--- src/rtl/bk_load_store_unit.sv ---
// bk_load_store_unit: single-outstanding load/store front-end for a 256 x 2*WIDTH memory.
// Define BKLSU_RMW_EN to build partial-lane stores as read-modify-write.
module bk_load_store_unit #(
  parameter int WIDTH = 8
) (
  input  logic               clk,
  input  logic               rst_n,
  input  logic               reqValid,
  output logic               reqReady,
  input  logic               reqWrite,
  input  logic [1:0]         reqByteEn,
  input  logic [WIDTH-1:0]   reqAddress,
  input  logic [2*WIDTH-1:0] reqWriteData,
  output logic               rspValid,
  input  logic               rspReady,
  output logic [2*WIDTH-1:0] rspData,
  output logic               rspError,
  output logic [15:0]        txnCount,
  output logic               memoryRead,
  output logic               memoryWrite,
  output logic [WIDTH-1:0]   memoryAddress,
  output logic [2*WIDTH-1:0] memoryWriteData,
  input  logic [2*WIDTH-1:0] memoryOutData
);

  typedef enum logic [2:0] {
    IDLE,
    READ,
    WRITE,
    RMW_READ,
    RMW_WRITE,
    RESP
  } state_t;

  state_t             state;
  logic [WIDTH-1:0]   addr;
  logic [2*WIDTH-1:0] wdata;
  logic [2*WIDTH-1:0] rsp_data;
  logic               rsp_error;
  logic [15:0]        txn_count;
  logic               in_write;
  logic               in_read;

`ifdef BKLSU_RMW_EN
  logic [1:0] byte_en;

  function automatic logic [2*WIDTH-1:0] merge(
    input logic [1:0]         be,
    input logic [2*WIDTH-1:0] nw,
    input logic [2*WIDTH-1:0] old
  );
    logic [2*WIDTH-1:0] m;
    m = old;
    if (be[0]) m[WIDTH-1:0] = nw[WIDTH-1:0];
    if (be[1]) m[2*WIDTH-1:WIDTH] = nw[2*WIDTH-1:WIDTH];
    return m;
  endfunction
`endif

  assign in_read  = (state == READ) || (state == RMW_READ);
  assign in_write = (state == WRITE) || (state == RMW_WRITE);

  assign reqReady        = (state == IDLE);
  assign rspValid        = (state == RESP);
  assign rspData         = rsp_data;
  assign rspError        = rsp_error;
  assign txnCount        = txn_count;
  assign memoryAddress   = addr;
  // strobes are killed while reset is asserted so the reset edge never writes
  assign memoryRead      = rst_n && in_read;
  assign memoryWrite     = rst_n && in_write;
  assign memoryWriteData = in_write ? wdata : '0;

  // transaction sequencer: latch request, drive memory phases, hold response
  always_ff @(posedge clk) begin
    if (!rst_n) begin
      state     <= IDLE;
      addr      <= '0;
      wdata     <= '0;
      rsp_data  <= '0;
      rsp_error <= 1'b0;
      txn_count <= '0;
`ifdef BKLSU_RMW_EN
      byte_en   <= '0;
`endif
    end else begin
      unique case (state)
        IDLE: begin
          if (reqValid) begin
            addr      <= reqAddress;
            wdata     <= reqWriteData;
            rsp_data  <= '0;
            rsp_error <= 1'b0;
`ifdef BKLSU_RMW_EN
            byte_en   <= reqByteEn;
`endif
            if (!reqWrite) begin
              state <= READ;
            end else if (reqByteEn == 2'b11) begin
              state <= WRITE;
            end else if (reqByteEn == 2'b00) begin
              state <= RESP;
            end else begin
`ifdef BKLSU_RMW_EN
              state <= RMW_READ;
`else
              rsp_error <= 1'b1;
              state     <= RESP;
`endif
            end
          end
        end
        READ: begin
          rsp_data <= memoryOutData;
          state    <= RESP;
        end
        WRITE: begin
          state <= RESP;
        end
`ifdef BKLSU_RMW_EN
        RMW_READ: begin
          wdata <= merge(byte_en, wdata, memoryOutData);
          state <= RMW_WRITE;
        end
        RMW_WRITE: begin
          state <= RESP;
        end
`endif
        RESP: begin
          if (rspReady) begin
            txn_count <= txn_count + 16'd1;
            state     <= IDLE;
          end
        end
        default: begin
          state <= IDLE;
        end
      endcase
    end
  end

endmodule

--- config.mk ---
export PLATFORM = sky130hd
export DESIGN_NAME = bk_load_store_unit
export DESIGN_NICKNAME = d
export VERILOG_FILES = /design/src/rtl/bk_load_store_unit.sv
export SDC_FILE = /design/constraint.sdc
export NUM_CORES = 1
export LEC_CHECK = 0
export CORE_ASPECT_RATIO = 1.1
export CORE_MARGIN = 2
export CORE_UTILIZATION = 30
export DETAILED_ROUTE_END_ITERATION = 8
export PLACE_DENSITY = 0.66
export SETUP_SLACK_MARGIN = 0.2
export SYNTH_ARGS = -nofsm -noshare
export SYNTH_HDL_FRONTEND = slang
export SYNTH_SLANG_ARGS = --single-unit
export TNS_END_PERCENT = 20
--- constraint.sdc ---
create_clock -name clk -period 4.85 [get_ports clk]
set_input_delay 0.97 -clock clk [delete_from_list [all_inputs] [get_ports clk]]
set_output_delay 0.97 -clock clk [all_outputs]
set_load 0.05 [all_outputs]
==> metrics <==
Hold-fix buffers, CTS 0; Synth Net Count 357; met1 Resource Use GR 0.184; number of routed nets with antenna violations 0; Tightest Pin Transition 0.976 ns; max-slew violations 0; sequential share of power 0.455; ant diodes 0; clock buffer count from CTS 9; setup_tns 0 ns; power per cell area roughly 320 mW/mm2; Clock Skews 0.00895 ns; syn avg cell area 8.29 um2; layout cells sized above 1 0.0631; Fin. Hold Viols 0; synthesized cell area 0.00255 mm2; clk slew on worst S/H paths 0.06 ns; Yosys reg bits 60; H-tree Lvls 3; Max-Cap Viols 0; Place WS between 0.8 and 0.9 ns; Comb power frac 0.241; share of Yosys cell area claimed by the top area cell type 0.470; Die H about 100 um; Peak supply drop around 140 uV; final worst-path cycle share 0.821; internal power 0.000812 W; total placed cells including tap cells 508; met3 Use GR 0.0359; # port buffers 107; synth cell count leaders 74 x nand2_1, 60 x dfxtp_1, 48 x a21oi_1; drt pass-1 iters 4; most numerous cell in the Yosys netlist nand2_1; Leak ~1.4 nW; PnR worst setup slack 0.866 ns; GRT Max-Usage Layer met2; unrepaired setup endpoints after global routing false; core area 0.00832 mm2; DR vias/cell 4.65; Starting Density 0.307; Period minus WS final 3.98 ns; Top-Level Pins between 100 and 150; routability cong. 0.739; Finish-stage setup viols 0; Net Sw Frac 0.326; ys flop type dfxtp_1; total wire length 6.69 mm; die width 92.0 um; Setup CP Type in -> out; largest cells by area after synthesis dfxtp_1 47%, nand2_1 11%, a21oi_1 9.4%; Final HPWL DP 4.73 mm; first-pass GRT wire length 11.1 mm; Setup crit start kind input port; Clock Power Share 0.304; root buffer cell clkbuf_8; CTS resizes 0; cell row count 35; status finished clean; CP endpoint kind output port; met2 usage 0.241; EDFF count, synth 0; Synth Warn # 0; Clock Tree Buf Depth 2; Relative slew margins 0.346; WP data required 3.88 ns; Worst EP arrival 3.01 ns; gr ovfl total 0; worst min-delay path category reg -> reg; initial antenna violation count 0; DRC violations left 0; leading area contributor after synthesis dfxtp_1; fin nets 457; post-synthesis cell type count 35; Skew-Pair Late Insertion Delay 0.33 ns; largest net degree at the start of global routing 33; fin area 0.00381 mm2; DR WL/cell between 10 and 15 um; CTS tree yes; final non-filler cell total about 520; sequential fraction of the synthesis area 0.470; routed via count 2432; Layout area overhead 49.1%; FMAX ~0.25 GHz; Switch Pwr about 0.00039 W; Max FO, Critical Path 27; total track usage 0.147; Post-Synthesis Cells ~310; die area 0.00927 mm2; Post-CTS Setup Repair Bufs 0; Post-synth ARST share 0; vias in the first global route around 2.3k; Post-DP Area 0.00365 mm2; Sink Count 60; first-iteration detailed-routing DRC count 73
power groups by stage:
stage,combinational [W],clock (W),sequential [W]
6_report,0.000290,0.000366,0.000548
5_1_grt,0.000315,0.000402,0.000552
4_1_cts,0.000295,0.000382,0.000548
3_5_place_dp,0.000294,0,0.000559
3_3_place_gp,0.000291,0,0.000557
2_1_floorplan,0.000139,0,0.000608
worst max-delay path, cell delays in order:
cell	delay, ns
clkdlybuf4s50_1	0.60
inv_2	0.24
nor3b_1	0.34
clkdlybuf4s50_1	0.86
registers in the layout, indices dropped and copies added, names as in the netlist:
| name | count |
|---|---|
| rspData | 16 |
| memoryAddress | 8 |
| txnCount | 16 |
| rspError | 1 |
| wdata | 16 |
| state | 3 |
layer usage:
| metal | vias to the layer above | part of all wire |
|---|---|---|
| met3 | 12 | 0.065 |
| met1 | 1116 | 0.46 |
| met5 | - | 0 |
| met2 | 75 | 0.46 |
| li1 | 1229 | - |
| met4 | 0 | 0.018 |
layout by cell type, fill, tap and decap left out, drive strengths merged:
cell	n
nor3b	4
nor4	3
nand4b	1
nand3b	2
o21ai	3
clkbuf	10
or3	4
a21oi	48
dfxtp	60
mux2i	2
and2	18
ha	2
and4	1
nand2b	3
buf	2
nand2	74
inv	5
nor3	6
nor2	10
nand4	1
nand3	25
or3b	2
clkinv	3
clkdlybuf4s50	107
o41ai	2
a221o	1
nor4b	1
clkinvlp	2
xnor2	8
xor2	2
final timing paths:
path             start    endpoint  slack (ns)  depth (start not counted)
max              rst_n  memoryRead        0.87                          4
min          wdata[14]   wdata[14]        0.45                          2
max reg2reg   state[2]    wdata[5]        2.82                          5
min reg2reg  wdata[14]   wdata[14]        0.45                          2
cell families after synthesis:
family,count (synthesis),synth area share
flip-flops,60,0.470
XOR/XNOR,10,0.0343
AO/OA/AOI/OAI,54,0.111
adder cells (fa/ha/maj),2,0.00980
buffers and inverters,25,0.0573
multiplexers,2,0.00784
AND/OR/NAND/NOR,155,0.309
final cells by class:
type	instances	area, um2
tap	111	139
inverter	5	18.8
sequential	60	1200
clock inverter	5	30.0
multi-input combinational	223	1210
fill	856	4510
clock buffer	10	128
timing repair buffer	109	1090
through the flow:
stage | power (W) | hold slack, ns | utilization
final | 0.00120 | 0.452 | 0.458
after global routing | 0.00127 | 0.473 | 0.458
after floorplan | 0.000747 | 0.432 | -
after global placement | 0.000849 | 0.440 | 0.439
after detailed placement | 0.000853 | 0.445 | 0.439
after CTS | 0.00123 | 0.454 | 0.458
(Power assumes the default switching activity.)
